## config.mk

```make
export PLATFORM = sky130hd
export DESIGN_NAME = seg7_scan_display
export DESIGN_NICKNAME = d
export VERILOG_FILES = /design/src/rtl/seg7_scan_display.sv
export SDC_FILE = /design/constraint.sdc
export NUM_CORES = 1
export LEC_CHECK = 0
export ABC_AREA = 1
export BUFFER_PORTS_ARGS = -buffer_cell sky130_fd_sc_hd__buf_2
export CORE_UTILIZATION = 50
export DETAILED_ROUTE_END_ITERATION = 12
export GPL_ROUTABILITY_DRIVEN = 0
export GPL_TIMING_DRIVEN = 0
export PLACE_DENSITY_LB_ADDON = 0.2
export SYNTH_ARGS = -nofsm -noshare
export SYNTH_HDL_FRONTEND = slang
export SYNTH_SLANG_ARGS = --single-unit
```

## constraint.sdc

```tcl
create_clock -name Clk -period 3.58 [get_ports Clk]
set_clock_uncertainty 0.2 [all_clocks]
set_input_delay 0.716 -clock Clk [delete_from_list [all_inputs] [get_ports Clk]]
set_output_delay 0.716 -clock Clk [all_outputs]
set_load 0.1 [all_outputs]
```

## src/rtl/seg7_scan_display.sv

```systemverilog
// Scans a captured 32-bit word as 8 hex digits onto a common-anode 7-segment display.
// Optional build macro: LEADING_ZERO_BLANK_EN (blank leading zero digits, digit 0 never blanked).
module seg7_scan_display #(
    parameter int unsigned REFRESH_DIV = 100000
) (
    input  logic        Clk,
    input  logic        rst,
    input  logic [31:0] x,
    input  logic [31:0] y,
    input  logic        sel,
    input  logic        hold,
    output logic [6:0]  out7,
    output logic [7:0]  en_out
);

    localparam int unsigned CW = (REFRESH_DIV > 1) ? $clog2(REFRESH_DIV) : 1;
    localparam logic [CW-1:0] LAST = CW'(REFRESH_DIV - 1);

    logic [CW-1:0] r_div_cnt;
    logic [2:0]    r_digit;
    logic [31:0]   r_snap;
    logic [6:0]    r_out7;
    logic [7:0]    r_en_out;

    logic          w_tick;
    logic          w_wrap;
    logic [CW-1:0] w_div_next;
    logic [2:0]    w_digit_next;
    logic [31:0]   w_snap_next;
    logic [3:0]    w_nibble;
    logic          w_blank;
    logic [6:0]    w_seg;

    function automatic logic [6:0] enc(input logic [3:0] n);
        logic [6:0] s;
        case (n)
            4'h0: s = 7'h40;
            4'h1: s = 7'h79;
            4'h2: s = 7'h24;
            4'h3: s = 7'h30;
            4'h4: s = 7'h19;
            4'h5: s = 7'h12;
            4'h6: s = 7'h02;
            4'h7: s = 7'h78;
            4'h8: s = 7'h00;
            4'h9: s = 7'h10;
            4'hA: s = 7'h08;
            4'hB: s = 7'h03;
            4'hC: s = 7'h46;
            4'hD: s = 7'h21;
            4'hE: s = 7'h06;
            default: s = 7'h0E;
        endcase
        return s;
    endfunction

    always_comb begin
        w_tick       = (r_div_cnt == LAST);
        w_wrap       = w_tick && (r_digit == 3'd7);
        w_div_next   = w_tick ? '0 : r_div_cnt + CW'(1);
        w_digit_next = w_tick ? r_digit + 3'd1 : r_digit;
        // Snapshot is only replaced on the wrap edge so a frame never mixes two words.
        w_snap_next  = (w_wrap && !hold) ? (sel ? y : x) : r_snap;
        w_nibble     = w_snap_next[{w_digit_next, 2'b00} +: 4];
`ifdef LEADING_ZERO_BLANK_EN
        w_blank      = (w_digit_next != 3'd0) &&
                       ((w_snap_next >> {w_digit_next, 2'b00}) == 32'h0);
`else
        w_blank      = 1'b0;
`endif
        w_seg        = w_blank ? 7'h7F : enc(w_nibble);
    end

    always_ff @(posedge Clk or posedge rst) begin
        if (rst) begin
            r_div_cnt <= '0;
            r_digit   <= '0;
            r_snap    <= '0;
            r_out7    <= 7'h40;
            r_en_out  <= 8'hFE;
        end else begin
            r_div_cnt <= w_div_next;
            r_digit   <= w_digit_next;
            r_snap    <= w_snap_next;
            r_out7    <= w_seg;
            r_en_out  <= ~(8'b1 << w_digit_next);
        end
    end

    assign out7   = r_out7;
    assign en_out = r_en_out;

endmodule

```

-- After elaboration in Yosys (flattened, before gate mapping)
Memory sizes are Yosys's and may differ from the RTL's. A register that Yosys moved wholly into a read port is not among the register bits.
Cells that the tools add are included.
- $add $sub $neg: 2
- equal/unequal tests: 2
- shifts and indexed selects: 2
- multiplexer cells: 4
- bitwise gates (word level): 1
- reductions and logical operators: 3
- operator list (operator ; count):
    32-bit two-way mux ; 2
    32-bit by 6-bit indexed part select with 4-bit output ; 1
    17-bit by 1-bit adder with 17-bit output (second input constant) ; 1
    17-bit equality test (second input constant) ; 1
    17-bit two-way mux ; 1
    8-bit inverter ; 1
    1-bit by 3-bit << shifter with 8-bit output (first input constant) ; 1
    3-bit by 1-bit adder with 3-bit output (second input constant) ; 1
    3-bit equality test (second input constant) ; 1
    3-bit two-way mux ; 1
    1-bit logical AND ; 2
    1-bit zero test ; 1
- flip-flop bits (word level): 60
- ROM bits: 112
- input port bits: 68
- output and inout bits: 15
- logic and storage cells: 19
- memories kept: 1
- memories (name ; depth ; bits a word ; rd ports ; clocked after memory_dff ; wr ports ; RTL line ; source):
    (no name shown) ; 16 ; 7 ; 1 ; 1 ; 0 ; 36 ; case (n)

-- Depth between registers and ports, before layout
- depth after elaboration: 5
- mapped depth: 19

-- Worst setup path after synthesis
No wires, ideal clock.
- kind: input -> register
- start: input sel
- end: register r_out7[5] (netlist: out7[5])
- setup time: 117 ps
- data arrival time: 2413 ps
- data required time: 3263 ps
- slack: 851 ps
- stages: 15
- buffers on the path: 2
- cell sequence: clkbuf_1 > clkbuf_1 > mux2i_1 > nand3_1 > nand2_1 > nor2_1 > nor2_1 > nand3_1 > nand2_1 > inv_1 > ha_1 > nand3_1 > nand2_1 > nand2_1 > nand2_1
- longest elaborated chain between the ends: 3
- ends and longest elaborated chain (element ; RTL line ; source):
    start, declared ; 10 ; input logic sel,
    32-bit two-way mux (2 in a row) ; 63 ; w_snap_next = (w_wrap && !hold) ? (sel ? y : x) : r_snap;
    32-bit by 6-bit indexed part select with 4-bit output ; 64 ; w_nibble = w_snap_next[{w_digit_next, 2'b00} +: 4];
    end, declared ; 22 ; logic [6:0] r_out7;
Every way passes these cells.

-- Worst setup path after layout
- start: register r_digit[0]
- end: register r_out7[3] (netlist: out7[3])
- longest elaborated chain between the ends: 5
- ends and longest elaborated chain (element ; RTL line ; source):
    start, declared ; 20 ; logic [2:0] r_digit;
    start signal, assigned ; 83 ; r_digit <= w_digit_next;
    parallel branches: the longest is 4 deep, another holds 3-bit by 1-bit adder with 3-bit output ; - ;
    32-bit by 6-bit indexed part select with 4-bit output * ; 64 ;
Mark *: on every way between the ends.

==> results.yml <==
outcome:
  status: "completed"
power:
  seq_power_share: 0.489
  clkPwrFrac: 0.451
  switching_share: 0.227
  comb_power_share: 0.060
  netSwitchingPower_uw: 352
  leakage_nw: 2.75
  vdd_drop_max_mv: 0.196
  powerDensity_mw_per_mm2: 311
  power.internal_mw: 1.20
grt:
  gr-total-overflow: 0
  grtUsageTotal: 0.237
  first_global_vias: 3361
  grt_max_degree: 38
  antenna_found_initial: 0
  grt_pass1_wl_mm: 15.8
critical_path:
  ff2ff_path_depth: 17
  r2r-end: "out7[3]"
  cp_slowest_stage_delay_ns: 0.49
  cp_max_fo: 10
  path_cells: "ha_1 > ha_1 > inv_1 > nor2_1 > clkbuf_1 > nand4_1 > nand2_1 > nor2_1 > nor2_1 > nand3_1 > nand2_1 > inv_1 > ha_1 > nand3_1 > nand2_1 > nand2_1 > nand2_1"
  rrSetupSlack_ns: 0.28
  slowest_stage: "clkbuf_1"
  worstPathArrival_ns: 3.34
  path_common_cell: "nand2_1"
  worstPathRequired_ns: 3.62
  r2r_start: "r_digit[0]"
  start_kind: "register"
  crit_path_end_kind: "register"
  path_class: "register to register"
clock_tree:
  cts_root_buf: "clkbuf_8"
  clock-sinks: 67
  cts.path.max_buffers: 2
  ctsResizeCount: 0
  cts_buffers: 9
  cts_tree: "yes"
  h-tree-depth: 3
  clk_latency_ns: 0.35
  cts.clk_slew.worst_paths_ns: 0.07
  hold_buffers: 0
  postCtsSetupBuffers: 0
yosys:
  synth-seq-cells: 67
  yosysWarningCount: 0
  synth_ff_type: "dfrtp_1"
  syn_area_sq_mm: 0.00420
  synth_sequential_area_ratio: 0.402
  synth_nets: 621
  async_reset_ff_frac: 1.00
  synth_cells: 544
  synth_edf_count: 0
  avgSynthCellArea_sq_um: 7.72
  yosysUniqueCellTypes: 41
floorplan:
  coreArea_sq_mm: 0.00818
  row_count: 33
  die_h_microns: 93.6
  pin_count: 83
  dieArea_sq_mm: 0.00877
  start_util: 0.514
  fp.dieW_microns: 93.6
sta:
  hold_violations: 0
  maxSlewHeadroom: 0.478
  tightest_slew_ns: 0.781
  setup_viol: 0
  rsz0062_at_grt: "no"
  fin_crit_sh: 0.922
  report.final.slew_viol_count: 0
  fmax_mhz: 303
  worst_slack_ns: 0.281
  fin_crit_ns: 3.30
  setup-tns-final_ns: 0
detailed_routing:
  wire_per_inst_microns: 12.6
  drc: 0
  antenna_left: 0
  drt_iter0_drc: 102
  vias_per_cell: 4.89
  dr.pass1.iters: 4
  vias: 3653
  routed_wl_mm: 9.39
finish:
  layout.nets: 714
  final_area_sq_mm: 0.00497
  areaGrowthSynthToFinish_pct: 18.4
  most-common-layout-cells: "nand2_1 (137), inv_1 (101), buf_2 (85)"
  final_util: 0.608
  diodes: 0
  layout-drive-gt1-share: 0.274
  mostFrequentLayoutCell: "nand2_1"
  fillCellCount: 755
job:
  max_cap_viol_count: 0
hold_path:
  worstHoldEndpoint: "r_div_cnt[0]"
  whs_path_depth: 1
  hold_start: "r_div_cnt[0]"
  hp-class: "register to register"
placed_design:
  placed_area_sq_mm: 0.00476
  pre_cts_slack_ns: 0.221
  numPortBuffers: 81
  dp_hpwl_mm: 6.89
[state kept, by name, summed over array words and instances, names as in the netlist]
name / flops
en_out: 8
out7: 7
r_digit: 3
r_div_cnt: 17
r_snap: 32
[worst max-delay path by stage]
stage                           from   endpoint  slack, ns  cells after the start
after floorplan                  sel    out7[5]       0.85                     15
after global placement           rst  r_snap[0]       0.17                      2
after detailed placement         sel    out7[3]       0.22                     15
after CTS                 r_digit[0]    out7[3]       0.31                     17
after global routing      r_digit[0]    out7[5]      0.006                     17
final                     r_digit[0]    out7[3]       0.28                     17
[logic make-up (layout without fill, tap and decap cells)]
logic type | Yosys count | count (layout) | share of synthesized area
and+or+nand+nor | 289 | 289 | 0.341
buffers and inverters | 123 | 221 | 0.121
DFF | 67 | 67 | 0.402
AOI/OAI and AO/OA | 30 | 30 | 0.0459
muxes | 22 | 22 | 0.0560
adders and majority gates | 9 | 9 | 0.0268
xor gates and xnor gates | 4 | 4 | 0.00834
[cell type report]
class | instances | area, sq um | share of cell area
plain buffers | 14 | 95.1 | 0.0191
clock buffers | 10 | 128 | 0.0257
flip-flops and latches | 67 | 1690 | 0.339
inverters | 109 | 412 | 0.0828
multi-input cells | 354 | 2010 | 0.403
well taps | 105 | 131 | 0.0264
clock inverters | 6 | 88.8 | 0.0179
repair buffers | 82 | 425 | 0.0856
[metrics by stage]
stage	hold slack (ns)	power, mW	std cells
2_1_floorplan	0.233	0.817	544
3_3_place_gp	0.253	0.861	730
3_5_place_dp	0.262	0.866	731
4_1_cts	0.272	1.56	747
5_1_grt	0.291	1.61	747
6_report	0.265	1.55	747
[power by group through the flow]
stage / clock network, mW / registers, mW / logic (mW)
floorplan: 0 / 0.771 / 0.0454
global placement: 0 / 0.771 / 0.0893
detailed placement: 0 / 0.771 / 0.0948
CTS: 0.713 / 0.757 / 0.0954
global route: 0.753 / 0.757 / 0.106
finish: 0.699 / 0.757 / 0.0929
[critical path, delay by kind of cell (launching register included)]
| family | cells | cell delay [ns] |
|---|---|---|
| fa+ha+maj | 3 | 0.52 |
| buf+inv | 3 | 0.65 |
| flops | 1 | 0.42 |
| simple gates | 11 | 1.40 |
[per-layer routing]
metal  up-vias  wire (microns)  track usage
li1       1865               -            -
met1      1665            4520        0.332
met2       108            4280        0.369
met3        15             409       0.0317
met4         0             173        0.101
met5         -               0            0
[cell usage after synthesis (4+ instances only)]
cell / number / area share
buf_2: 4 / 0.0048
buf_6: 4 / 0.011
clkbuf_1: 4 / 0.0036
dfrtp_1: 59 / 0.35
dfstp_2: 8 / 0.050
ha_1: 9 / 0.027
inv_1: 102 / 0.091
inv_2: 6 / 0.0054
mux2_2: 12 / 0.032
mux2i_1: 10 / 0.024
nand2_1: 137 / 0.12
nand2_2: 10 / 0.015
nand2_4: 8 / 0.021
nand3_1: 33 / 0.039
nand4_1: 19 / 0.028
nor2_1: 58 / 0.052
nor2_2: 5 / 0.0074
nor3_1: 4 / 0.0048
o21ai_0: 12 / 0.014
o21ai_1: 4 / 0.0048
o21ai_2: 4 / 0.0083
xor2_1: 4 / 0.0083
Note: power is estimated with default switching activity, not from simulation.
